File: src/rtl/inst_queue.sv
// rtl/inst_queue.sv - fetch-to-decode instruction queue, two pushes and one show-ahead pop per cycle
module inst_queue #(
    parameter int DEPTH  = 8,
    parameter int ADDR_W = $clog2(DEPTH)
) (
    input  logic              clk,
    input  logic              rst,
    input  logic              flush,
    input  logic              push0_valid,
    input  logic [31:0]       push0_pc,
    input  logic [31:0]       push0_instr,
    input  logic              push0_adel,
    input  logic              push1_valid,
    input  logic [31:0]       push1_pc,
    input  logic [31:0]       push1_instr,
    input  logic              push1_adel,
    output logic              fifo_ready,
    input  logic              pop_ready,
    output logic              out_valid,
    output logic [31:0]       out_pc,
    output logic [31:0]       out_instr,
    output logic              out_adel,
    output logic [ADDR_W:0]   count
);
    localparam logic [ADDR_W:0] READY_MAX = (ADDR_W + 1)'(DEPTH - 2);

    logic [31:0]       pcMem    [DEPTH];
    logic [31:0]       instrMem [DEPTH];
    logic              adelMem  [DEPTH];

    logic [ADDR_W-1:0] wrPtr;
    logic [ADDR_W-1:0] rdPtr;
    logic [ADDR_W-1:0] wrPtrPlus1;
    logic [ADDR_W-1:0] wrPtrNext;
    logic [ADDR_W-1:0] rdPtrNext;
    logic [ADDR_W:0]   pushCnt;
    logic [ADDR_W:0]   countNext;
    logic              write0;
    logic              write1;
    logic              popFire;
    logic              headAdel;

    // Readiness looks only at the registered count so pop_ready never reaches fifo_ready.
    assign fifo_ready = (count <= READY_MAX);

    // Slot 1 rides on slot 0; a lone slot 1 is a writer bug and is dropped.
    assign write0     = fifo_ready & push0_valid & ~flush;
    assign write1     = write0 & push1_valid;

    assign out_valid  = (count != '0);
    assign popFire    = out_valid & pop_ready;

    assign wrPtrPlus1 = wrPtr + ADDR_W'(1);

    always_comb begin
        pushCnt = '0;
        if (write1) begin
            pushCnt = (ADDR_W + 1)'(2);
        end else if (write0) begin
            pushCnt = (ADDR_W + 1)'(1);
        end
    end

    assign countNext = count + pushCnt - (ADDR_W + 1)'(popFire);
    assign wrPtrNext = wrPtr + ADDR_W'(pushCnt);
    assign rdPtrNext = popFire ? (rdPtr + ADDR_W'(1)) : rdPtr;

    always_ff @(posedge clk or posedge rst) begin
        if (rst) begin
            wrPtr <= '0;
            rdPtr <= '0;
            count <= '0;
        end else if (flush) begin
            wrPtr <= '0;
            rdPtr <= '0;
            count <= '0;
        end else begin
            wrPtr <= wrPtrNext;
            rdPtr <= rdPtrNext;
            count <= countNext;
        end
    end

    always_ff @(posedge clk or posedge rst) begin
        if (rst) begin
            for (int i = 0; i < DEPTH; i++) begin
                pcMem[i]    <= '0;
                instrMem[i] <= '0;
                adelMem[i]  <= 1'b0;
            end
        end else begin
            if (write0) begin
                pcMem[wrPtr]    <= push0_pc;
                instrMem[wrPtr] <= push0_instr;
                adelMem[wrPtr]  <= push0_adel;
            end
            if (write1) begin
                pcMem[wrPtrPlus1]    <= push1_pc;
                instrMem[wrPtrPlus1] <= push1_instr;
                adelMem[wrPtrPlus1]  <= push1_adel;
            end
        end
    end

    // A faulting fetch or an empty queue hands the decoder a NOP instead of garbage.
    assign headAdel = adelMem[rdPtr];

    always_comb begin
        out_pc    = pcMem[rdPtr];
        out_adel  = headAdel;
        out_instr = '0;
        if (out_valid && !headAdel) begin
            out_instr = instrMem[rdPtr];
        end
    end

endmodule

File: config.mk
export PLATFORM = sky130hd
export DESIGN_NAME = inst_queue
export DESIGN_NICKNAME = d
export VERILOG_FILES = /design/src/rtl/inst_queue.sv
export SDC_FILE = /design/constraint.sdc
export NUM_CORES = 2
export LEC_CHECK = 0
export BUFFER_PORTS_ARGS = -buffer_cell sky130_fd_sc_hd__buf_2
export CORE_MARGIN = 5
export CORE_UTILIZATION = 56
export DETAILED_ROUTE_END_ITERATION = 16
export PLACE_DENSITY = 0.8
export SETUP_SLACK_MARGIN = 0.05
export SLEW_MARGIN = 15
export SYNTH_ARGS = -nofsm -noshare
export SYNTH_HDL_FRONTEND = slang
export SYNTH_SLANG_ARGS = --single-unit
File: constraint.sdc
create_clock -name clk -period 15.9 [get_ports clk]
set_clock_uncertainty 0.2 [all_clocks]
set_input_delay 2.385 -clock clk [delete_from_list [all_inputs] [get_ports clk]]
set_output_delay 2.385 -clock clk [all_outputs]
set_load 0.05 [all_outputs]
Word-level counts from Yosys, hierarchy flattened
Index checks and enable logic that the tools add are counted.
{"block": "totals", "romBits": 0, "latchBits": 0, "memories": 0, "ram_bits": 0, "reg_bits": 530, "out_inout_bits": 71, "input_bits": 136}
{"block": "classes", "magnitude_cmp": 6, "mul": 0, "muxes": 36, "n_addsub": 5, "shifts": 0, "bitwise": 8, "n_eq_ne": 0, "reduce_logical": 6, "n_div": 0}
{"cell": "$bwmux W256", "n": 4}
{"cell": "$mux W256", "n": 4}
{"cell": "$mux W32", "n": 7}
{"cell": "$bmux W32 S3", "n": 2}
{"cell": "$demux W32 S3", "n": 2}
{"cell": "$bwmux W8", "n": 2}
{"cell": "$mux W8", "n": 2}
{"cell": "$ge A4 B4 Y1 const B", "n": 3}
{"cell": "$not A3 Y4", "n": 3}
{"cell": "$mux W3", "n": 3}
{"cell": "$lt A4 B1 Y1 const B", "n": 2}
{"cell": "$add A3 B1 Y3 const B", "n": 2}
{"cell": "$demux W1 S3", "n": 2}
{"cell": "$mux W1", "n": 5}
{"cell": "$add A4 B4 Y4", "n": 1}
{"cell": "$and A1 B1 Y1", "n": 4}
{"cell": "$le A4 B3 Y1 const B", "n": 1}
{"cell": "$mux W4", "n": 1}
{"cell": "$reduce_bool A4 Y1", "n": 1}
{"cell": "$sub A4 B1 Y4", "n": 1}
{"cell": "$add A3 B3 Y3", "n": 1}
{"cell": "$bmux W1 S3", "n": 1}
{"cell": "$logic_and A1 B1 Y1", "n": 3}
{"cell": "$mux W2", "n": 1}
{"cell": "3 further kinds", "n": 3}

Logic depth before layout (Yosys ltp)
{"block": "depth", "depth_word": 9, "ltp_mapped": 14, "mapped_depth_nobuf": 13}

Least setup slack after synthesis
No wires, ideal clock.
{"block": "synth_timing", "path_type": "reg-to-output", "start": "reg count[2]", "end": "out out_instr[10]", "setup_slack_ns": 10.530, "path_stages_with_launch": 8, "t_arrival_ns": 2.785, "path_cell_list": "dfrtp_1 -> inv_1 -> ha_1 -> or3b_2 -> clkbuf_1 -> nand2_1 -> clkbuf_1 -> nor2_1"}
{"block": "synth_between", "elab_chain_len": 3}
{"item": "from (decl)", "line": "23", "source": "output logic [ADDR_W:0] count"}
{"item": "from (signal assigned)", "line": "80", "source": "count <= countNext;"}
{"item": "$reduce_bool A4 Y1", "line": "50", "source": "assign out_valid = (count != '0);"}
{"item": "via out_valid", "line": "19", "source": "output logic out_valid,"}
{"item": "$logic_and A1 B1 Y1", "line": "112", "source": "if (out_valid && !headAdel) begin"}
{"item": "$mux W32", "line": "112"}
{"item": "to (decl)", "line": "21", "source": "output logic [31:0] out_instr,"}
The timed path passes the listed nets, and every way through them passes these cells.

Worst setup path in the final report
{"block": "layout_timing", "start": "reg rdPtr[0]", "end": "out out_instr[18]"}
{"block": "layout_between", "elab_chain_len": 7}
{"item": "from (decl)", "line": "32", "source": "logic [ADDR_W-1:0] rdPtr;"}
{"item": "from (signal assigned)", "line": "79", "source": "rdPtr <= rdPtrNext;"}
{"item": "$not A3 Y4 (not written as such) (*)", "line": "106, 113"}
{"item": "$bmux W1 S3", "line": "106", "source": "assign headAdel = adelMem[rdPtr];"}
{"item": "$mux W1 (not written as such) (2 in a row)", "line": "106"}
{"item": "$logic_not A1 Y1", "line": "112"}
{"item": "$logic_and A1 B1 Y1", "line": "112"}
{"item": "$mux W32 (*)", "line": "112"}
Every way passes the cells marked *; elsewhere a longest branch is shown, timed or not. The select of a mux whose other input is x is not followed.

==> reports/metrics.csv <==
metric,value,unit
whs,0.341,ns
clkSlewWorstSetupHoldPaths,0.06,ns
arrival,4.49,ns
worstHoldPathCells,2,
cts_resized,0,
hold_end,pcMem[124]$_DFF_PP0_,
grt_max_degree,90,
synth-edff-count,0,
endpoint_kind,output port,
grt_pass1_vias,21200,
nNetsFinal,2466,
port_buffers,206,
syn_area_per_cell,13.7,µm²
syn_nets,2336,
synthCells,2188,
grt_usage,27.7,%
ff2ff_path_depth,8,
worst_ir_drop_vdd,0.160,mV
setup_repair_after_global_routing_missed_its_margin,no,
ctsHoldBuffers,0,
floorplan.die.height,241,µm
cell_at_the_root_of_the_clock_tree,clkbuf_16,
vias,19600,
ys_seq_area_share,44.2,%
core_region_area,52800,µm²
synth_top_area_cell,dfrtp_1,
min_period_over_period,44.5,%
cp_max_fo,52,
setup_violations,0,
worst_setup_path_startpoint,rdPtr[0]$_DFFE_PP0P_,
boundaryPins,207,
post_route_cells_drive_above_1_share,60.3,%
post-cts-setup-buffer-count,0,
clockBufferDepth,3,
remaining_max_slew_budget_at_the_tightest_pin,23.4,%
avgViaCountPerCell,6.38,
grt_first_pass_wirelength,126000,µm
reg2reg_slack,11.51,ns
synth-async-reset-ratio,100,%
final_antenna_net_count,0,
clk_latency,0.61,ns
slew_viol_final,0,
numClockSinks,530,
hold_path_class,flop to flop,
die_area,58300,µm²
synth_top_cells_by_area,"dfrtp_1, mux2_2, mux4_2, mux2_4, nand2_1",
number_of_clock_buffers_inserted_by_tritoncts,56,
register_bit_count_reported_by_yosys,530,
cts.htree.levels,2,
route.detailed.wl_per_inst,26.4,µm
synth_most_common_cell,mux2_2,
areaGrowthSynthToFinish,11.4,%
detail_route.drc_violations,0,
r2r-start,count[3]$_DFF_PP0_,
routed_wl,81000,µm
report.final.hold_viol_count,0,
synth-main-ff-cell,dfrtp_1,
worstHoldStart,pcMem[124]$_DFF_PP0_,
critPathKind,flop to output port,
layout_min_cycle_time,7.08,ns
initial_core_util,56.8,%
achievable-frequency,0.141,GHz
dr.pass1.iters,5,
detailed_place_hpwl,45900,µm
worst_r2r_endpoint,instrMem[60]$_DFF_PP0_,
dr.first_iter.drc_count,1520,
finalWeightedCongestion,0.843,
cellLeakagePower,15.4,nW
yosysUniqueCellTypes,39,
yosys.area.top_type_share,44.2,%
p_per_area,166,nW/µm²
die_x,241,µm
num_rows,84,
drv_cap,0,
setup_tns,0,ns
tritoncts,built,
max_slew.worst_pin.slew,1.15,ns
grt_antenna_before_repair,22,
globalRoute.totalOverflow,0,
synth_top_cells_by_count,"mux2_2, dfrtp_1, nand2_1, mux4_2, nor2_1",
synth.yosys.warnings,0,
start_kind,flop,
cell_area_after_technology_mapping,30000,µm²
result_of_the_run,completed,
critical_path_required,13.32,ns
[registers in the layout, indices dropped and copies added (netlist names)]
signal	cells
count	4
wrPtr	3
pcMem	256
adelMem	8
rdPtr	3
instrMem	256
[per-stage QoR]
| stage | power, mW | cells | area (µm²) | worst slack, ns | utilization [%] |
|---|---|---|---|---|---|
| 5_1_grt | 5.79 | 3063 | 33400 | 8.48 | 63.3 |
| 2_1_floorplan | 3.69 | 2188 | 30000 | 6.11 | - |
| 6_report | 5.53 | 3069 | 33400 | 8.82 | 63.3 |
| 3_5_place_dp | 4.19 | 2948 | 31500 | 9.07 | 59.6 |
| 4_1_cts | 5.57 | 3052 | 33400 | 8.42 | 63.3 |
| 3_3_place_gp | 4.10 | 2948 | 31500 | 9.09 | 59.6 |
[how the worst max path moves through the flow]
stage                                end  slack (ns)
global route               out_instr[17]        8.48
floorplan           adelMem[0]$_DFF_PP0_        6.11
detailed placement         out_instr[17]        9.07
CTS                         out_instr[5]        8.42
finish                     out_instr[18]        8.82
global placement           out_instr[17]        9.09
[metal layers]
| metal | vias up | share of wire [%] | wire length [µm] | GRT usage (%) |
|---|---|---|---|---|
| li1 | 8392 | - | - | - |
| met1 | 10300 | 40 | 32600 | 36.0 |
| met2 | 691 | 50 | 40800 | 47.0 |
| met3 | 202 | 5.9 | 4800 | 4.52 |
| met4 | 18 | 3.3 | 2650 | 10.8 |
| met5 | - | 0.18 | 142 | 0 |
[layout make-up]
class | count | area [µm²]
repair buffers | 245 | 1330
multi-input cells | 1472 | 16000
well taps | 688 | 861
flip-flops and latches | 530 | 13300
clock inverters | 23 | 277
clock buffers | 81 | 1630
fillers | 3883 | 19300
diodes | 17 | 42.5
inverters | 13 | 52.6
[report_power, final]
group | internal [mW] | total, mW | leakage, nW | switching (mW)
clock network | 0.806 | 1.36 | 0.950 | 0.551
registers | 1.73 | 1.96 | 6.96 | 0.232
logic | 1.06 | 2.22 | 7.52 | 1.15
[cell usage in the layout (no fill, tap or decap), drive strengths merged, types with 2 or more instances in the layout]
cell | Yosys | layout
dfrtp | 530 | 530
mux4 | 129 | 129
nor4bb | 2 | 2
nand4b | 2 | 2
or4 | 2 | 2
nand2 | 136 | 136
nand4 | 4 | 4
nor2 | 102 | 102
clkinv | 0 | 15
bufinv | 0 | 6
ha | 10 | 10
xor2 | 3 | 3
diode | 0 | 17
mux2 | 942 | 942
a31oi | 65 | 65
clkbuf | 95 | 81
nor3 | 4 | 4
a21oi | 2 | 2
xnor2 | 4 | 4
mux2i | 36 | 36
buf | 78 | 245
nand3 | 3 | 3
fa | 2 | 2
or4b | 4 | 4
inv | 13 | 14
nor2b | 5 | 5
nor4 | 4 | 4
nand4bb | 2 | 2
[worst max-delay path: stages (launching register included)]
cell,delay (ns)
dfrtp_4,0.95
buf_4,0.85
buf_6,0.69
mux4_2,0.58
mux2i_1,0.33
nor2_1,0.08
buf_2,0.25
[kinds of logic (layout without fill, tap and decap cells)]
logic type | count (synthesis) | count (layout) | share of synthesized area (%)
compound gates | 71 | 71 | 1.49
xor+xnor | 7 | 7 | 0.204
fa+ha+maj | 12 | 12 | 0.551
buf+inv | 186 | 362 | 2.75
flops | 530 | 530 | 44.2
mux | 1107 | 1107 | 46.9
other cells | 0 | 17 | 0
simple gates | 275 | 275 | 3.89
Note: power is estimated with default switching activity, not from simulation.
